## src/rtl/a51_keystream_ctrl.sv

```systemverilog
// rtl/a51_keystream_ctrl.sv - A5/1 session sequencer driving three external LFSRs; A51_ABORT_EN adds an abort input
module a51_keystream_ctrl #(
    parameter int KS_LEN      = 228,
    parameter int WARM_CYCLES = 100
) (
    input  logic        clk,
    input  logic        reset_n,
    input  logic        start,
    input  logic [63:0] key,
    input  logic [21:0] frame,
    input  logic [0:18] x1,
    input  logic [0:21] x2,
    input  logic [0:22] x3,
`ifdef A51_ABORT_EN
    input  logic        abort,
`endif
    output logic        trig1,
    output logic        trig2,
    output logic        trig3,
    output logic        sb1,
    output logic        sb2,
    output logic        sb3,
    output logic        ks_bit,
    output logic        ks_valid,
    input  logic        ks_ready,
    output logic        busy,
    output logic        done
);

    typedef enum logic [2:0] {S_IDLE, S_CLEAR, S_KEY, S_FRAME, S_WARM, S_GEN} state_t;

    localparam logic [7:0] WARM_LAST = 8'(WARM_CYCLES - 1);
    localparam logic [9:0] KS_LEN_W  = 10'(KS_LEN);

    state_t      state, state_nxt;
    logic [7:0]  cnt, cnt_nxt;
    logic [9:0]  issued, issued_nxt;
    logic [9:0]  delivered, delivered_nxt;
    logic [63:0] key_q, key_nxt;
    logic [21:0] frame_q, frame_nxt;
    logic        ks_valid_q, ks_valid_nxt;
    logic        done_q, done_nxt;
    logic        abort_w;

    logic        c1, c2, c3, maj;
    logic        fb1, fb2, fb3;
    logic        step;
    logic        unused_x;

`ifdef A51_ABORT_EN
    assign abort_w = abort;
`else
    assign abort_w = 1'b0;
`endif

    assign unused_x = ^{x1[0:7], x1[9:12], x1[14:15], x2[0:9], x2[11:19],
                        x3[0:6], x3[8:9], x3[11:19]};

    // Feeding each register its own taps inserts zeros, flushing it in 23 cycles.
    assign fb1 = x1[13] ^ x1[16] ^ x1[17] ^ x1[18];
    assign fb2 = x2[20] ^ x2[21];
    assign fb3 = x3[7] ^ x3[20] ^ x3[21] ^ x3[22];

    assign c1  = x1[8];
    assign c2  = x2[10];
    assign c3  = x3[10];
    assign maj = (c1 & c2) | (c1 & c3) | (c2 & c3);

    assign ks_bit   = x1[18] ^ x2[21] ^ x3[22];
    assign ks_valid = ks_valid_q;
    assign done     = done_q;
    assign busy     = (state != S_IDLE);

    always_comb begin
        state_nxt     = state;
        cnt_nxt       = cnt;
        issued_nxt    = issued;
        delivered_nxt = delivered;
        key_nxt       = key_q;
        frame_nxt     = frame_q;
        ks_valid_nxt  = ks_valid_q;
        done_nxt      = 1'b0;
        step          = 1'b0;
        trig1         = 1'b0;
        trig2         = 1'b0;
        trig3         = 1'b0;
        sb1           = 1'b0;
        sb2           = 1'b0;
        sb3           = 1'b0;

        case (state)
            S_IDLE: begin
                if (start) begin
                    key_nxt       = key;
                    frame_nxt     = frame;
                    cnt_nxt       = 8'd0;
                    issued_nxt    = 10'd0;
                    delivered_nxt = 10'd0;
                    ks_valid_nxt  = 1'b0;
                    state_nxt     = S_CLEAR;
                end
            end
            S_CLEAR: begin
                {trig1, trig2, trig3} = 3'b111;
                sb1 = fb1;
                sb2 = fb2;
                sb3 = fb3;
                cnt_nxt = cnt + 8'd1;
                if (cnt == 8'd22) begin
                    cnt_nxt   = 8'd0;
                    state_nxt = S_KEY;
                end
            end
            S_KEY: begin
                {trig1, trig2, trig3} = 3'b111;
                sb1 = key_q[cnt[5:0]];
                sb2 = key_q[cnt[5:0]];
                sb3 = key_q[cnt[5:0]];
                cnt_nxt = cnt + 8'd1;
                if (cnt == 8'd63) begin
                    cnt_nxt   = 8'd0;
                    state_nxt = S_FRAME;
                end
            end
            S_FRAME: begin
                {trig1, trig2, trig3} = 3'b111;
                sb1 = frame_q[cnt[4:0]];
                sb2 = frame_q[cnt[4:0]];
                sb3 = frame_q[cnt[4:0]];
                cnt_nxt = cnt + 8'd1;
                if (cnt == 8'd21) begin
                    cnt_nxt   = 8'd0;
                    state_nxt = S_WARM;
                end
            end
            S_WARM: begin
                trig1 = (c1 == maj);
                trig2 = (c2 == maj);
                trig3 = (c3 == maj);
                cnt_nxt = cnt + 8'd1;
                if (cnt == WARM_LAST) begin
                    cnt_nxt   = 8'd0;
                    state_nxt = S_GEN;
                end
            end
            S_GEN: begin
                // Step only when the output slot is free or being drained this cycle.
                step = (!ks_valid_q || ks_ready) && (issued < KS_LEN_W);
                if (step) begin
                    trig1        = (c1 == maj);
                    trig2        = (c2 == maj);
                    trig3        = (c3 == maj);
                    issued_nxt   = issued + 10'd1;
                    ks_valid_nxt = 1'b1;
                end else if (ks_ready) begin
                    ks_valid_nxt = 1'b0;
                end
                if (ks_valid_q && ks_ready) begin
                    delivered_nxt = delivered + 10'd1;
                    if (delivered == KS_LEN_W - 10'd1) begin
                        ks_valid_nxt = 1'b0;
                        done_nxt     = 1'b1;
                        state_nxt    = S_IDLE;
                    end
                end
            end
            default: state_nxt = S_IDLE;
        endcase

        if (abort_w && state != S_IDLE) begin
            trig1        = 1'b0;
            trig2        = 1'b0;
            trig3        = 1'b0;
            ks_valid_nxt = 1'b0;
            done_nxt     = 1'b0;
            state_nxt    = S_IDLE;
        end
    end

    always_ff @(posedge clk or negedge reset_n) begin
        if (!reset_n) begin
            state      <= S_IDLE;
            cnt        <= 8'd0;
            issued     <= 10'd0;
            delivered  <= 10'd0;
            key_q      <= 64'd0;
            frame_q    <= 22'd0;
            ks_valid_q <= 1'b0;
            done_q     <= 1'b0;
        end else begin
            state      <= state_nxt;
            cnt        <= cnt_nxt;
            issued     <= issued_nxt;
            delivered  <= delivered_nxt;
            key_q      <= key_nxt;
            frame_q    <= frame_nxt;
            ks_valid_q <= ks_valid_nxt;
            done_q     <= done_nxt;
        end
    end

endmodule

```

## config.mk

```make
export PLATFORM = sky130hd
export DESIGN_NAME = a51_keystream_ctrl
export DESIGN_NICKNAME = d
export VERILOG_FILES = /design/src/rtl/a51_keystream_ctrl.sv
export SDC_FILE = /design/constraint.sdc
export NUM_CORES = 1
export LEC_CHECK = 0
export ABC_AREA = 0
export CELL_PAD_IN_SITES_DETAIL_PLACEMENT = 0
export CELL_PAD_IN_SITES_GLOBAL_PLACEMENT = 1
export CORE_MARGIN = 4
export CORE_UTILIZATION = 41
export CTS_CLUSTER_DIAMETER = 200
export DETAILED_ROUTE_END_ITERATION = 16
export PLACE_DENSITY = 0.9
export RECOVER_POWER = 50
export SYNTH_ARGS = -nofsm -noshare
export SYNTH_HDL_FRONTEND = slang
export SYNTH_SLANG_ARGS = --single-unit
export TNS_END_PERCENT = 5
```

## constraint.sdc

```tcl
create_clock -name clk -period 3.66 [get_ports clk]
set_clock_uncertainty 0.2 [all_clocks]
set_input_delay 0.549 -clock clk [delete_from_list [all_inputs] [get_ports clk]]
set_output_delay 0.549 -clock clk [all_outputs]
set_load 0.01 [all_outputs]
```

## After elaboration in Yosys (flattened, before gate mapping)

Index checks and enable logic that the tools add are counted.

- $add $sub $neg: 3
- $lt $le $gt $ge: 3
- Equality and inequality tests: 21
- Muxes and demuxes: 41
- Bitwise logic cells: 14
- Reduce and logical (&&, ||, !) cells: 15

Operators by type and width:

| operator | number |
|---|---|
| two-way mux 8 bit | 5 |
| one-hot mux 10 bit (2 select lines) | 2 |
| one-hot mux 8 bit (5 select lines) | 1 |
| two-way mux 10 bit | 3 |
| two-way mux 3 bit | 7 |
| adder 10 x 1 -> 10 bit (second input constant) | 2 |
| one-hot mux 1 bit (3 select lines) | 6 |
| one-hot mux 3 bit (6 select lines) | 1 |
| equality test 8 x 5 -> 1 bit (second input constant) | 2 |
| inequality test 2 bit (second input constant) | 8 |
| two-way mux 1 bit | 13 |
| equality test 10 x 8 -> 1 bit (second input constant) | 1 |
| less-than comparator 10 x 8 -> 1 bit (second input constant) | 1 |
| XOR 1 bit | 9 |
| adder 8 x 1 -> 8 bit (second input constant) | 1 |
| equality test 8 x 6 -> 1 bit (second input constant) | 1 |
| equality test 8 x 7 -> 1 bit (second input constant) | 1 |
| less-than comparator 6 x 7 -> 1 bit (second input constant) | 1 |
| AND reduction 7 bit | 1 |
| binary-select mux 1 bit (select 6 bit) | 1 |
| equality test 3 x 2 -> 1 bit (second input constant) | 2 |
| equality test 3 bit (second input constant) | 2 |
| less-than comparator 5 x 6 -> 1 bit (second input constant) | 1 |
| AND reduction 2 bit | 3 |
| 15 further kinds | 22 |

- Bits in registers: 119
- Input port bits: 154
- Output and inout bits: 10

## Longest topological paths before layout

- Depth after elaboration: 7
- Mapped depth: 10

## Worst setup path after synthesis

No wires, ideal clock.

- Path kind: reg2out
- From: reg cnt[0]
- To: out sb2
- Arrival: 1.846 ns
- Required time: 2.911 ns
- Slack: 1.065 ns
- Stages on the path, launching flop included: 8
- Path buffers: 2
- Cell sequence: dfrtp_1 -> buf_6 -> buf_6 -> mux4_2 -> nand4_1 -> nand4_1 -> o31ai_1 -> nand4_1

- Longest elaborated chain between the ends: 3
- Elaborated cells between the ends (all ways): 5
- Classes of those cells: 5 x mux

RTL lines:

| item | RTL line | source |
|---|---|---|
| start: declaration | 36 | `logic [7:0] cnt, cnt_nxt;` |
| start signal: assignment | 192 | `cnt <= cnt_nxt;` |
| binary-select mux 1 bit (select 6 bit) or binary-select mux 1 bit (select 5 bit) (tied branches) | 117, 128 |  |
| two-way mux 1 bit, on equally long branches | 117, 128 |  |
| one-hot mux 1 bit (3 select lines) * | 91 | `case (state)` |
| end: declaration | 21 | `output logic sb2,` |

Every way passes the cells marked *; elsewhere a longest branch is shown, timed or not. The select of a mux whose other input is x is not followed.

## Worst setup path after layout

- From: reg cnt[0]
- To: out sb3

- Longest elaborated chain between the ends: 3
- Elaborated cells between the ends (all ways): 5
- Classes of those cells: 5 x mux

RTL lines:

| item | RTL line | source |
|---|---|---|
| binary-select mux 1 bit (select 6 bit) or binary-select mux 1 bit (select 5 bit) (tied branches) | 118, 129 |  |
| two-way mux 1 bit, on equally long branches | 118, 129 |  |
| one-hot mux 1 bit (3 select lines) * | 91 |  |
| end: declaration | 22 | `output logic sb3,` |

Marked as above.

==> flow_summary_export.csv <==
group,metric,value,unit
placement,pre_cts_ws,311,ps
power_and_ir_drop,p_sw,1.13,mW
yosys,syn-num-nets,646,
global_routing,grt.overflow.total,0,
yosys,yosysTopAreaCellShare,0.491,
status,outcome,"finished with violations",
floorplanning,die_w,130,µm
yosys,synthCells,487,
critical_path,path_cells,"buf_6, mux4_2, nand4_1, nand4_1, o31ai_2, nand4_1, dlygate4sd2_1",
sta,rsz0062_at_grt,"no",
floorplanning,io_pins,164,
yosys,yosysSeqAreaShare,0.491,
yosys,synthTopCellsByArea,"dfrtp_1 49%, mux2_1 16%, mux4_2 4.1%",
sta,final-setup-viol-count,0,
critical_path,required,2910,ps
sta,maxSlewHeadroom,-0.0380,
global_routing,grt.total_usage,0.173,
power_and_ir_drop,p_int,2.86,mW
sta,hold_ws,278,ps
critical_path,cp.buffers_inverters,2,
sta,post-route-min-period,3500,ps
power_and_ir_drop,pwr-share-clk,0.388,
placement,portBuffers,112,
yosys,yosysMostFrequentCell,"dfrtp_1",
critical_path,cp.depth,7,
clock_network,root_buffer,"clkbuf_16",
critical_path,crit_fanout,19,
power_and_ir_drop,finalPower,3.99,mW
worst_hold_path,min_from,"frame_q[12]$_DFFE_PN0P_",
clock_network,hold_buffers,0,
layout,fin_nets,759,
critical_path,cp_top_family,"multiplexers",
drt,drt_pass1_iterations,5,
sta,period_share,0.956,
power_and_ir_drop,switching_share,0.284,
sta,tightest_slew,1560,ps
critical_path,endpoint_kind,"primary output",
power_and_ir_drop,power_density,506,nW/µm²
clock_network,cts_tree,"built",
clock_network,numCtsBuffers,17,
yosys,syn_area,6070,µm²
drt,via_per_inst,5.40,
yosys,yosysTopAreaCell,"dfrtp_1",
yosys,async_reset_ff_frac,1.00,
layout,fin_area,7880,µm²
yosys,synth_warnings,0,
floorplanning,core,14500,µm²
drt,routedWlPerCell,17.3,µm
clock_network,cts_max_path_buffers,2,
worst_hold_path,hp-class,"reg2reg",
power_and_ir_drop,p_seq_frac,0.394,
yosys,synthTopCellsByCount,"119 x dfrtp_1, 88 x mux2_1, 27 x nor2_1",
layout,area_delta_synth_final,29.9,%
placement,place_hpwl,9720,µm
drt,drc,0,
yosys,syn_avg_cell_area,12.5,µm²
sta,fin_tns_setup,0,ps
drt,vias,4300,
critical_path,timing.rr.start,"state[1]$_DFFE_PN0P_",
placement,dp.cells,765,
power_and_ir_drop,combPwrFrac,0.218,
drt,drt.antenna.violating_nets,0,
clock_network,clock_sinks,119,
critical_path,worstPathArrival,2750,ps
yosys,synth_edf_count,0,
power_and_ir_drop,power.leakage,3.76,nW
global_routing,grt_max_degree,109,
sta,timing.fmax,286,MHz
layout,n_antenna_cell,0,
critical_path,r2r_end,"issued[5]$_DFFE_PN0P_",
clock_network,path_clk_slew,50,ps
status,violations,"max-capacitance violations, max-slew violations",
placement,gp_congestion,0.787,
layout,post_layout_nonfiller_instances,796,
sta,setup_ws,161,ps
floorplanning,start_util,0.418,
critical_path,cp_slowest_cell,"mux4_2",
sta,final-hold-violation-count,0,
critical_path,criticalPathCategory,"reg2out",
floorplanning,die-area,16800,µm²
yosys,synth_cell_type_count,64,
critical_path,rr_worst_depth,7,
sta,drv_slew,64,
global_routing,grt_pass1_wl,22500,µm
global_routing,grt_pass1_vias,4456,
floorplanning,placementRows,44,
critical_path,startpoint_type,"flop",
job,max_cap_viol_count,1,
drt,finalWirelength,13800,µm
drt,drtIter0Drc,285,
critical_path,cpMostUsedCell,"nand4_1",
yosys,synth-seq-cells,119,
clock_network,clk_latency,420,ps
global_routing,antenna_found_initial,0,
layout,finalCoreUtilization,0.542,
worst_hold_path,holdPathStages,1,
yosys,yosys_most_used_dff,"dfrtp_1",
power_and_ir_drop,peakVddDrop,0.312,mV
critical_path,r2r_slack,670,ps
worst_hold_path,hold_end,"frame_q[12]$_DFFE_PN0P_",
clock_network,htreeDepth,4,
layout,drive_above_1_share,0.106,
placement,placed_cell_area,7360,µm²
critical_path,critical_path.max_stage_delay,580,ps
floorplanning,die_h,130,µm
## registers in the layout, summed over array words and instances, names as in the netlist
register / count
key_q: 64
cnt: 8
delivered: 10
done: 1
frame_q: 22
issued: 10
state: 3
ks_valid: 1
## final cells by class
cell class | count | area [µm²]
Sequential cell | 119 | 2980
Inverter | 10 | 37.5
Fill cell | 1229 | 6650
Tap cell | 184 | 230
Clock inverter | 3 | 40.0
Multi-Input combinational cell | 330 | 2880
Clock buffer | 28 | 507
Timing Repair Buffer | 122 | 1200
## worst max-delay path by stage
stage / startpoint / end / slack, ps
after floorplan: cnt[0]$_DFFE_PN0P_ / sb2 / 1060
after global routing: cnt[0]$_DFFE_PN0P_ / sb1 / 40
after global placement: cnt[0]$_DFFE_PN0P_ / sb3 / 340
after detailed placement: cnt[0]$_DFFE_PN0P_ / sb3 / 310
after CTS: cnt[0]$_DFFE_PN0P_ / sb3 / 160
final: cnt[0]$_DFFE_PN0P_ / sb3 / 160
## power groups by stage
stage | combinational (mW) | clock (mW) | sequential, mW
after detailed placement | 0.872 | 0 | 1.59
after CTS | 0.888 | 1.58 | 1.57
after floorplan | 0.621 | 0 | 1.52
after global routing | 0.968 | 1.64 | 1.59
after global placement | 0.861 | 0 | 1.58
final | 0.870 | 1.55 | 1.57
## per-layer routing
layer	vias to the layer above	global-route usage	wire [µm]
met5	-	0	0
met4	0	0.0691	246
met3	18	0.0491	854
met2	122	0.281	6800
met1	2157	0.220	5880
li1	2003	-	-
## cells by family after synthesis
logic type                 after synthesis  share of synthesized area
and+or+nand+nor                        122                      0.108
buffers and inverters                   38                     0.0355
adders and majority gates                5                     0.0103
xor gates and xnor gates                23                     0.0332
AOI/OAI and AO/OA                       55                     0.0670
muxes                                  125                      0.255
DFF                                    119                      0.491
## worst register-to-register path, cell delays in order (launching register included)
cell and delay [ps]:
dfrtp_1 470, buf_4 220, nor2_1 210, and3_4 210, clkbuf_4 1030, o2111ai_1 240, xor2_1 190, nor2_1 50
## timing repair
action / 4_1_cts / 5_1_grt
buffers inserted: 0 / 0
gates resized for setup: 7 / 0
setup endpoints to repair: 3 / 0
## cells in the final DEF (no fill, tap or decap), types with 3 or more instances in the layout
master | synthesis | layout
clkbuf_8 | 1 | 4
and3_1 | 7 | 6
ha_1 | 5 | 5
mux2i_1 | 21 | 21
mux4_2 | 11 | 12
dfrtp_1 | 119 | 118
clkbuf_16 | 0 | 17
inv_1 | 8 | 8
a22oi_1 | 3 | 3
dlygate4sd2_1 | 0 | 3
nor2_1 | 27 | 27
nand2_1 | 25 | 25
clkbuf_1 | 2 | 7
o21ai_1 | 13 | 13
nand2b_1 | 6 | 6
dlygate4sd3_1 | 0 | 3
and2_1 | 5 | 5
xnor2_1 | 8 | 8
buf_4 | 4 | 5
clkdlybuf4s50_1 | 0 | 105
xor2_1 | 15 | 15
nor3_1 | 5 | 5
nand3_1 | 14 | 14
a21oi_1 | 8 | 8
nand4_1 | 14 | 14
mux2_1 | 88 | 88
nor2b_1 | 4 | 4
o21ai_0 | 3 | 3
a31oi_1 | 4 | 4
Power figures use the tool's default switching activity.
